### src/rtl/ddr4_cmd_decoder.sv
// DDR4 command-bus decoder with per-bank open/row tracking and tRCD/tRP checks.
// All command and error outputs are registered one cycle after the sampling edge.
module ddr4_cmd_decoder #(
  parameter int TRCD = 4,
  parameter int TRP  = 4
) (
  input  logic        clk,
  input  logic        reset_n,
  input  logic        cs_n,
  input  logic        cke,
  input  logic        act_n,
  input  logic        ras_n_a16,
  input  logic        cas_n_a15,
  input  logic        we_n_a14,
  input  logic        addr_17,
  input  logic [1:0]  bg,
  input  logic [1:0]  ba,
  input  logic [13:0] addr,
  output logic        cmd_valid,
  output logic [3:0]  cmd_code,
  output logic [3:0]  cmd_bank,
  output logic [17:0] cmd_row,
  output logic [9:0]  cmd_col,
  output logic        cmd_ap,
  output logic [15:0] bank_open,
  output logic        err_valid,
  output logic [2:0]  err_code,
  output logic [15:0] err_count
);

  typedef enum logic [3:0] {
    CMD_ACT  = 4'd0,
    CMD_RD   = 4'd1,
    CMD_WR   = 4'd2,
    CMD_PRE  = 4'd3,
    CMD_PREA = 4'd4,
    CMD_REF  = 4'd5,
    CMD_MRS  = 4'd6,
    CMD_ZQC  = 4'd7,
    CMD_RFU  = 4'd8
  } cmd_e;

  // Counters are armed with distance-1 so that zero means "timing-legal now".
  localparam logic [3:0] TRCD_ARM = 4'(TRCD - 1);
  localparam logic [3:0] TRP_ARM  = 4'(TRP - 1);

  logic [17:0] open_row [16];
  logic [3:0]  trcd_cnt [16];
  logic [3:0]  trp_cnt  [16];

  logic        dec_valid;
  cmd_e        dec_code;
  logic [3:0]  bank_idx;
  logic [17:0] act_row;
  logic        is_act, is_rdwr, is_pre, is_prea, is_ref, is_rfu, ap_bit;
  logic [15:0] act_hit, close_hit;
  logic [2:0]  err_now;

  assign bank_idx = {bg, ba};
  assign act_row  = {addr_17, ras_n_a16, cas_n_a15, we_n_a14, addr};
  assign ap_bit   = addr[10];

  always_comb begin
    dec_valid = 1'b0;
    dec_code  = CMD_ACT;
    if (cke && !cs_n) begin
      dec_valid = 1'b1;
      if (!act_n) begin
        dec_code = CMD_ACT;
      end else begin
        case ({ras_n_a16, cas_n_a15, we_n_a14})
          3'b000:  dec_code = CMD_MRS;
          3'b001:  dec_code = CMD_REF;
          3'b010:  dec_code = ap_bit ? CMD_PREA : CMD_PRE;
          3'b011:  dec_code = CMD_RFU;
          3'b100:  dec_code = CMD_WR;
          3'b101:  dec_code = CMD_RD;
          3'b110:  dec_code = CMD_ZQC;
          default: dec_valid = 1'b0;
        endcase
      end
    end
  end

  assign is_act  = dec_valid && (dec_code == CMD_ACT);
  assign is_rdwr = dec_valid && ((dec_code == CMD_RD) || (dec_code == CMD_WR));
  assign is_pre  = dec_valid && (dec_code == CMD_PRE);
  assign is_prea = dec_valid && (dec_code == CMD_PREA);
  assign is_ref  = dec_valid && (dec_code == CMD_REF);
  assign is_rfu  = dec_valid && (dec_code == CMD_RFU);

  // Auto-precharge behaves like a PRE to the same bank; closing an already closed bank is a no-op.
  always_comb begin
    act_hit   = '0;
    close_hit = '0;
    for (int i = 0; i < 16; i++) begin
      act_hit[i]   = is_act && (bank_idx == 4'(i));
      close_hit[i] = bank_open[i] &&
                     (is_prea || ((is_pre || (is_rdwr && ap_bit)) && (bank_idx == 4'(i))));
    end
  end

  always_comb begin
    err_now = 3'd0;
    if (is_act && bank_open[bank_idx])              err_now = 3'd1;
    else if (is_rdwr && !bank_open[bank_idx])       err_now = 3'd2;
    else if (is_rdwr && trcd_cnt[bank_idx] != 4'd0) err_now = 3'd3;
    else if (is_act && trp_cnt[bank_idx] != 4'd0)   err_now = 3'd4;
    else if (is_ref && |bank_open)                  err_now = 3'd5;
    else if (is_rfu)                                err_now = 3'd6;
  end

  always_ff @(posedge clk) begin
    if (!reset_n) begin
      bank_open <= '0;
      for (int i = 0; i < 16; i++) begin
        open_row[i] <= '0;
        trcd_cnt[i] <= '0;
        trp_cnt[i]  <= '0;
      end
      cmd_valid <= 1'b0;
      cmd_code  <= '0;
      cmd_bank  <= '0;
      cmd_row   <= '0;
      cmd_col   <= '0;
      cmd_ap    <= 1'b0;
      err_valid <= 1'b0;
      err_code  <= '0;
      err_count <= '0;
    end else begin
      for (int i = 0; i < 16; i++) begin
        if (trcd_cnt[i] != 4'd0) trcd_cnt[i] <= trcd_cnt[i] - 4'd1;
        if (trp_cnt[i] != 4'd0)  trp_cnt[i]  <= trp_cnt[i] - 4'd1;
        if (act_hit[i]) begin
          bank_open[i] <= 1'b1;
          open_row[i]  <= act_row;
          trcd_cnt[i]  <= TRCD_ARM;
        end
        if (close_hit[i]) begin
          bank_open[i] <= 1'b0;
          trp_cnt[i]   <= TRP_ARM;
        end
      end
      cmd_valid <= dec_valid;
      cmd_code  <= dec_valid ? dec_code : 4'd0;
      cmd_bank  <= dec_valid ? bank_idx : 4'd0;
      cmd_row   <= is_act ? act_row : 18'd0;
      cmd_col   <= is_rdwr ? addr[9:0] : 10'd0;
      cmd_ap    <= is_rdwr && ap_bit;
      err_valid <= (err_now != 3'd0);
      err_code  <= err_now;
      if ((err_now != 3'd0) && (err_count != 16'hFFFF)) err_count <= err_count + 16'd1;
    end
  end

endmodule

### config.mk
export PLATFORM = sky130hd
export DESIGN_NAME = ddr4_cmd_decoder
export DESIGN_NICKNAME = d
export VERILOG_FILES = /design/src/rtl/ddr4_cmd_decoder.sv
export SDC_FILE = /design/constraint.sdc
export NUM_CORES = 1
export LEC_CHECK = 0
export ABC_AREA = 0
export CORE_MARGIN = 1
export CORE_UTILIZATION = 51
export DETAILED_ROUTE_END_ITERATION = 10
export PLACE_DENSITY = 0.72
export SKIP_CTS_REPAIR_TIMING = 1
export SYNTH_ARGS = -nofsm -noshare
export SYNTH_HDL_FRONTEND = slang
export SYNTH_SLANG_ARGS = --single-unit
### constraint.sdc
create_clock -name clk -period 2.35 [get_ports clk]
set_input_delay 0.3525 -clock clk [delete_from_list [all_inputs] [get_ports clk]]
set_output_delay 0.3525 -clock clk [all_outputs]
set_load 0.02 [all_outputs]
==> results of run 1 <==
-- power by group through the flow --
stage	logic (mW)	registers, mW	clock network (mW)
floorplan	3.30	5.91	0
global placement	5.68	5.82	0
detailed placement	5.87	5.88	0
CTS	5.96	5.82	3.52
global route	6.69	5.95	3.64
finish	6.01	5.84	3.48
-- final timing paths --
| kind | start | end | depth (start not counted) |
|---|---|---|---|
| worst min-delay path | reset_n | trp_cnt[0][0] | 3 |
| worst max register to register | trp_cnt[2][1] | err_count[9] | 9 |
| worst max-delay path | trp_cnt[2][1] | err_count[9] | 9 |
| worst min register to register | err_count[9] | err_count[9] | 2 |
-- metal layers --
metal  up-vias  track usage (%)  share of wire (%)
li1       4484                -                  -
met1      4323             33.9                 42
met2       326             46.2                 48
met3        69             4.10                6.7
met4         0             10.9                3.7
met5         -                0                  0
-- stage by stage --
step | instances | instance area, sq um
5_1_grt | 1672 | 14100
4_1_cts | 1668 | 14000
2_1_floorplan | 1059 | 10200
3_3_place_gp | 1628 | 13200
3_5_place_dp | 1628 | 13200
6_report | 1672 | 14100
-- state kept, by name, indices dropped and copies added (netlist names) --
register   flops
cmd_row       18
trp_cnt       64
err_code       3
bank_open     16
err_valid      1
err_count     16
cmd_bank       4
cmd_valid      1
trcd_cnt      64
cmd_code       4
cmd_col       10
cmd_ap         1
-- worst register-to-register path, delay by kind of cell, from the launching register on --
family,cells,cell delay [ns]
flops,1,0.39
mux,1,0.11
compound gates,2,0.51
buf+inv,1,0.17
simple gates,5,1.13
-- kinds of logic (layout without fill, tap and decap cells) --
kind of cell	count (synthesis)	in the layout	share of synthesized area, %
buf+inv	105	452	4.26
xor+xnor	23	23	1.97
fa+ha+maj	33	33	4.04
flops	202	202	52.1
compound gates	174	175	10.9
simple gates	498	498	23.8
mux	24	24	2.99
-- cells in the final DEF, fill, tap and decap left out, types with 7 or more instances in the layout --
master,synthesis,layout
sky130_fd_sc_hd__xnor2_1,23,23
sky130_fd_sc_hd__nor3_1,40,40
sky130_fd_sc_hd__o31a_1,18,18
sky130_fd_sc_hd__mux2i_1,11,11
sky130_fd_sc_hd__nor2b_1,8,7
sky130_fd_sc_hd__o22ai_1,7,7
sky130_fd_sc_hd__ha_1,33,33
sky130_fd_sc_hd__inv_1,69,68
sky130_fd_sc_hd__a21oi_1,76,74
sky130_fd_sc_hd__and2_1,7,7
sky130_fd_sc_hd__nand2_1,88,87
sky130_fd_sc_hd__nand4_1,31,31
sky130_fd_sc_hd__nor2_1,172,172
sky130_fd_sc_hd__mux2_2,9,9
sky130_fd_sc_hd__o21ai_0,36,36
sky130_fd_sc_hd__dfxtp_1,74,74
sky130_fd_sc_hd__clkdlybuf4s50_1,0,99
sky130_fd_sc_hd__nand2b_1,20,20
sky130_fd_sc_hd__and3_1,40,39
sky130_fd_sc_hd__nor4_1,27,26
sky130_fd_sc_hd__buf_4,0,241
sky130_fd_sc_hd__clkbuf_16,0,24
sky130_fd_sc_hd__o21a_1,8,8
sky130_fd_sc_hd__or3_1,21,19
sky130_fd_sc_hd__edfxtp_1,128,128
sky130_fd_sc_hd__nand3_1,20,20
-- cell type report --
type | instances | area share, %
clock buffer | 31 | 4.90
timing repair buffer | 343 | 20.3
clock inverter | 9 | 0.454
sequential | 202 | 37.9
multi-input combinational | 753 | 32.3
inverter | 69 | 1.84
tap | 265 | 2.36
==> impl_summary.log, run 1 <==
[metrics] status: finished, violations left
[metrics] violations in the final reports: negative setup slack
[metrics] First DRT Iteration DRCs: slightly above 600
[metrics] per-cell via count in the routed design: 5.50
[metrics] post-synthesis register bit count: 202
[metrics] final setup skew: 0.0219 ns
[metrics] synth cell count leaders: 172 x sky130_fd_sc_hd__nor2_1, 128 x sky130_fd_sc_hd__edfxtp_1, 88 x sky130_fd_sc_hd__nand2_1
[metrics] count leader, synth: sky130_fd_sc_hd__nor2_1
[metrics] die height: 144 microns
[metrics] latest clock arrival within the worst-skew pair: 0.52 ns
[metrics] Root Driver: sky130_fd_sc_hd__clkbuf_16
[metrics] total global routing track utilization: 26.9%
[metrics] final hold slack: 0.241 ns
[metrics] dominant delay contributor by cell family on the critical path: simple AND/OR/NAND/NOR gates
[metrics] setup slack of the worst register-to-register path: -0.07 ns
[metrics] setup repair after global routing missed its margin: yes
[metrics] Synth Area per Inst: about 9.7 sq um
[metrics] total count of hold-check failures in the final report: 0
[metrics] cell row count: 51
[metrics] cell type of the slowest stage on the worst timing path: sky130_fd_sc_hd__or3_4
[metrics] Post-synth ARST share: 0%
[metrics] final setup fails: 14
[metrics] EDFF count, synth: about 130
[metrics] share of the clock period used by the worst path after layout: 103%
[metrics] area used by multi-input combinational logic: 4540 sq um
[metrics] area of the die: 20600 sq um
[metrics] number of distinct library cells after synthesis: just under 60
[metrics] leading area contributor after synthesis: sky130_fd_sc_hd__edfxtp_1
[metrics] internal power of the cells: 10.2 mW
[metrics] Tightest Pin Transition: 0.602 ns
[metrics] capturing element type of the critical path: register
[metrics] worst relative slew slack: 59.5%
[metrics] top post-synthesis cells by area: sky130_fd_sc_hd__edfxtp_1 38%, sky130_fd_sc_hd__dfxtp_1 14%, sky130_fd_sc_hd__nor2_1 6.3%
[metrics] power dissipated by switching net loads: 5.09 mW
[metrics] number of nets with antenna violations after detailed routing: 0
[metrics] switching power as a share of total power: 33.2%
[metrics] final critical-path setup slack: -0.0713 ns
[metrics] Final Critical Period: 2.42 ns
[metrics] core area: 19500 sq um
[metrics] CTS clk-pin slew, worst paths: ~0.060 ns
[metrics] TritonCTS clock tree: done
[metrics] antenna violations before repair: 0
[metrics] launching element type of the critical path: register
[metrics] clk buf depth: 3
[metrics] RD Place Congestion: 0.941
[metrics] Setup WS pre-CTS: -0.654 ns
[metrics] count of yosys warnings during synthesis: 0
[metrics] MaxCap Viol Count: 0
[metrics] count of final max-slew check failures: 0
[metrics] max frequency: 413 MHz
[metrics] fraction of the core area covered by cells at the end of the flow: slightly above 70%
[metrics] Syn Std Cell Area: about 10000 sq um
[metrics] I/O pin total: 101
[metrics] mean routed wirelength per cell: between 15 and 20 microns
[metrics] Post-Synthesis Net Count: about 1.1k
[metrics] number of search-and-repair iterations in the first detailed-routing pass: 5
[metrics] count of input and output buffers: 100
[metrics] worst-case vdd ir drop: 0.674 mV
[metrics] Nets: 1451
[metrics] vias after detailed routing: 9202
[metrics] power per cell area: between 1000 and 1500 nW/um^2
[metrics] first-pass GRT wire length: 43300 microns
[metrics] total routed wirelength: 27300 microns
[metrics] top cell type's share of synthesized area: 37.6%
[metrics] summed negative setup slack over all endpoints: -0.695 ns
[metrics] data required time of the worst path: approximately 2.8 ns
[metrics] Tot Pwr: 15.3 mW
[metrics] worst path buffer plus inverter count: 1
[metrics] synth-to-layout area growth: 37.5%
[metrics] synthesized netlist cell count: 1059
[metrics] number of antenna diodes: 0
[metrics] number of fill cells in the layout: 1482
[metrics] arrival time at the worst endpoint: 2.82 ns
[metrics] Crit path largest cell delay: approximately 0.42 ns
[metrics] total global routing overflow: 0
[metrics] Seq. cell area: 5330 sq um
[metrics] number of H-tree branching levels: 1
[metrics] Reg power frac: 38.1%
[metrics] clock buffer count from CTS: 22
[metrics] fraction of layout instances using a drive strength above 1: 23.5%
[metrics] portion of the post-synthesis area used by sequential elements: between 50% and 60%
[metrics] worst min path class: in2reg
[metrics] clock share of power: a little under a quarter
[metrics] Max FO, Critical Path: 7
[metrics] starting density of the core: between 50% and 60%
[metrics] critical setup path kind: reg2reg
[metrics] total number of clock tree sinks: 202
[metrics] library cell appearing most often on the critical path: sky130_fd_sc_hd__or3_4
[metrics] number of global-route vias before repair: a little under 9k
[metrics] Comb power frac: 39.2%
[metrics] pin count of the biggest net entering global routing: 64
[metrics] dpl hpwl: 20200 microns
[metrics] residual DRC count: 0
[metrics] total leakage power: 5.92 nW
[metrics] Die Width: 144 microns
[metrics] cells traversed along the worst timing path: or3_4 > or3_4 > a311oi_4 > nor4_4 > a211oi_4 > buf_6 > nand2_4 > and4_1 > mux2i_1
[metrics] Synth Flop Type: sky130_fd_sc_hd__edfxtp_1
Note: power is estimated with default switching activity, not from simulation.
==> run 2, diff against run 1 <==
Settings changed: CORE_MARGIN 1 to 8, CORE_UTILIZATION 51 to 52, PLACE_DENSITY 0.72 to 0.74, SETUP_SLACK_MARGIN set to 0.15.
==> impl_summary.log, run 2 (synthesized netlist as in run 1, its figures left out) <==
[metrics] MaxCap Viol Count: 0 (unchanged)
[metrics] Seq. cell area: 5330 sq um (unchanged)
[metrics] dominant delay contributor by cell family on the critical path: simple AND/OR/NAND/NOR gates (unchanged)
[metrics] total number of clock tree sinks: 202 (unchanged)
[metrics] core area: 19400 sq um (was 19500 sq um)
[metrics] final setup skew: 0.00934 ns (was 0.0219 ns)
[metrics] pin count of the biggest net entering global routing: 68 (was 64)
[metrics] worst path buffer plus inverter count: 1 (unchanged)
[metrics] Max FO, Critical Path: 7 (unchanged)
[metrics] first-pass GRT wire length: 45200 microns (was 43300 microns)
[metrics] worst relative slew slack: 59.6% (was 59.5%)
[metrics] number of fill cells in the layout: 1426 (was 1482)
[metrics] arrival time at the worst endpoint: 2.91 ns (was 2.82 ns)
[metrics] final critical-path setup slack: -0.171 ns (was -0.0713 ns)
[metrics] share of the clock period used by the worst path after layout: 107% (was 103%)
[metrics] Nets: 1455 (was 1451)
[metrics] Setup WS pre-CTS: -0.669 ns (was -0.654 ns)
[metrics] CTS clk-pin slew, worst paths: 0.06 ns (about the same)
[metrics] max frequency: 397 MHz (was 413 MHz)
[metrics] residual DRC count: 0 (unchanged)
[metrics] Die Width: 156 microns (was 144 microns)
[metrics] Tot Pwr: 15.6 mW (was 15.3 mW)
[metrics] area used by multi-input combinational logic: 4590 sq um (was 4540 sq um)
[metrics] area of the die: 24400 sq um (was 20600 sq um)
[metrics] Final Critical Period: 2.52 ns (was 2.42 ns)
[metrics] clk buf depth: 3 (unchanged)
[metrics] number of H-tree branching levels: 1 (unchanged)
[metrics] worst-case vdd ir drop: 0.660 mV (was 0.674 mV)
[metrics] mean routed wirelength per cell: 17.0 microns (was 16.3 microns)
[metrics] dpl hpwl: 20700 microns (was 20200 microns)
[metrics] Root Driver: sky130_fd_sc_hd__clkbuf_16 (unchanged)
[metrics] total leakage power: 5.98 nW (was 5.92 nW)
[metrics] library cell appearing most often on the critical path: sky130_fd_sc_hd__or3_4 (unchanged)
[metrics] status: finished, violations left (unchanged)
[metrics] number of search-and-repair iterations in the first detailed-routing pass: 5 (unchanged)
[metrics] antenna violations before repair: 0 (unchanged)
[metrics] RD Place Congestion: 0.891 (was 0.941)
[metrics] cell type of the slowest stage on the worst timing path: sky130_fd_sc_hd__or3_4 (unchanged)
[metrics] launching element type of the critical path: register (unchanged)
[metrics] per-cell via count in the routed design: 5.54 (was 5.50)
[metrics] count of final max-slew check failures: 0 (unchanged)
[metrics] total count of hold-check failures in the final report: 0 (unchanged)
[metrics] Crit path largest cell delay: 0.43 ns (was 0.42 ns)
[metrics] number of antenna diodes: 0 (unchanged)
[metrics] count of input and output buffers: 100 (unchanged)
[metrics] data required time of the worst path: 2.74 ns (was 2.75 ns)
[metrics] final setup fails: 16 (was 14)
[metrics] latest clock arrival within the worst-skew pair: 0.50 ns (was 0.52 ns)
[metrics] First DRT Iteration DRCs: 675 (was 611)
[metrics] Cell Count, Final, Fillers Out: 1676 (was 1672)
[metrics] power per cell area: 1100 nW/um^2 (was 1090 nW/um^2)
[metrics] synth-to-layout area growth: 38.7% (was 37.5%)
[metrics] capturing element type of the critical path: register (unchanged)
[metrics] Tightest Pin Transition: 0.606 ns (was 0.602 ns)
[metrics] cells traversed along the worst timing path: or3_4 > or3_4 > a311oi_4 > nor4_4 > a211oi_4 > buf_6 > nand2_4 > and4_1 > mux2i_1 (unchanged)
[metrics] number of placed cells counting well taps: 1625 (was 1628)
[metrics] cell row count: 51 (unchanged)
[metrics] total global routing overflow: 0 (unchanged)
[metrics] critical setup path kind: reg2reg (unchanged)
[metrics] most common cell after layout, fill and taps aside: sky130_fd_sc_hd__buf_4 (unchanged)
[metrics] TritonCTS clock tree: done (unchanged)
[metrics] number of global-route vias before repair: 9200 (was 8928)
[metrics] largest registers in the final layout: trcd_cnt (64), trp_cnt (64), cmd_row (18) (unchanged)
[metrics] vias after detailed routing: 9289 (was 9202)
[metrics] setup repair after global routing missed its margin: yes (unchanged)
[metrics] total global routing track utilization: 22.8% (was 26.9%)
[metrics] top library cells by usage in the layout, fill and taps aside: 242 x sky130_fd_sc_hd__buf_4, 172 x sky130_fd_sc_hd__nor2_1, 128 x sky130_fd_sc_hd__edfxtp_1 (was 241 x sky130_fd_sc_hd__buf_4, 172 x sky130_fd_sc_hd__nor2_1, 128 x sky130_fd_sc_hd__edfxtp_1)
[metrics] die height: 156 microns (was 144 microns)
[metrics] starting density of the core: 52.7% (was 52.4%)
[metrics] number of nets with antenna violations after detailed routing: 0 (unchanged)
[metrics] clock buffer count from CTS: 22 (unchanged)
[metrics] I/O pin total: 101 (unchanged)
[metrics] worst min path class: in2reg (unchanged)
[metrics] fraction of layout instances using a drive strength above 1: 24.2% (was 23.5%)
[metrics] fraction of the core area covered by cells at the end of the flow: 73.1% (was 72.0%)
[metrics] violations in the final reports: negative setup slack (unchanged)
[metrics] total routed wirelength: 28500 microns (was 27300 microns)
-- run 2: cell types whose count changed in the layout (fill, tap and decap cells not counted), sizes merged --
| cell | delta |
|---|---|
| inv | -2 |
| dlymetal6s2s | +2 |
| clkinv | -2 |
| bufinv | +1 |
| clkinvlp | -2 |
| clkdlybuf4s50 | -2 |
| buf | +4 |
| clkbuf | +5 |
-- run 2: cell type report --
| type | instances | area share [%] |
|---|---|---|
| Clock buffer | 36 | 5.07 |
| Clock inverter | 4 | 0.318 |
| Inverter | 69 | 1.83 |
| Multi-Input combinational cell | 753 | 32.4 |
| Sequential cell | 202 | 37.6 |
| Tap cell | 265 | 2.34 |
| Timing Repair Buffer | 347 | 20.5 |
-- run 2: through the flow --
stage,cell area (sq um),hold WS (ns),TNS [ns]
final,14200,0.242,-1.89
after global routing,14200,0.266,-2.85
after CTS,14000,0.242,-3.21
after detailed placement,13200,0.480,-43.78
after global placement,13200,0.463,-34.45
after floorplan,10200,0.449,0
-- run 2: worst paths after layout --
kind	cells after the start	endpoint	slack, ns	startpoint
setup reg to reg	9	err_count[9]	-0.17	trp_cnt[2][2]
hold / removal	3	cmd_code[0]	0.24	cas_n_a15
setup / recovery	9	err_count[9]	-0.17	trp_cnt[2][2]
hold reg to reg	2	err_count[11]	0.48	err_count[11]
-- run 2: power breakdown --
| part | leakage [nW] | internal (mW) | switching, mW |
|---|---|---|---|
| Clock | 0.379 | 2.20 | 1.38 |
| Sequential | 2.03 | 5.21 | 0.627 |
| Combinational | 3.56 | 3.04 | 3.14 |
-- run 2: worst reg2reg max path, cell delays in order, from the launching register on --
cell                       delay (ns)
sky130_fd_sc_hd__edfxtp_1        0.41
sky130_fd_sc_hd__or3_4           0.43
sky130_fd_sc_hd__or3_4           0.36
sky130_fd_sc_hd__a311oi_4        0.31
sky130_fd_sc_hd__nor4_4          0.08
sky130_fd_sc_hd__a211oi_4        0.22
sky130_fd_sc_hd__buf_6           0.17
sky130_fd_sc_hd__nand2_4         0.10
sky130_fd_sc_hd__and4_1          0.21
sky130_fd_sc_hd__mux2i_1         0.11
-- run 2: layer usage --
| metal | vias up | wire length [microns] | global-route usage, % |
|---|---|---|---|
| met4 | 0 | 1030 | 8.74 |
| met1 | 4376 | 11700 | 27.2 |
| met2 | 347 | 13800 | 40.2 |
| li1 | 4483 | - | - |
| met5 | - | 0 | 0 |
| met3 | 83 | 1950 | 3.80 |
==> run 3, diff against run 2 <==
Settings changed: ABC_AREA 0 to unset.
==> results of run 3 <==
The final DEF is identical to that of run 2; final timing and power are the same.
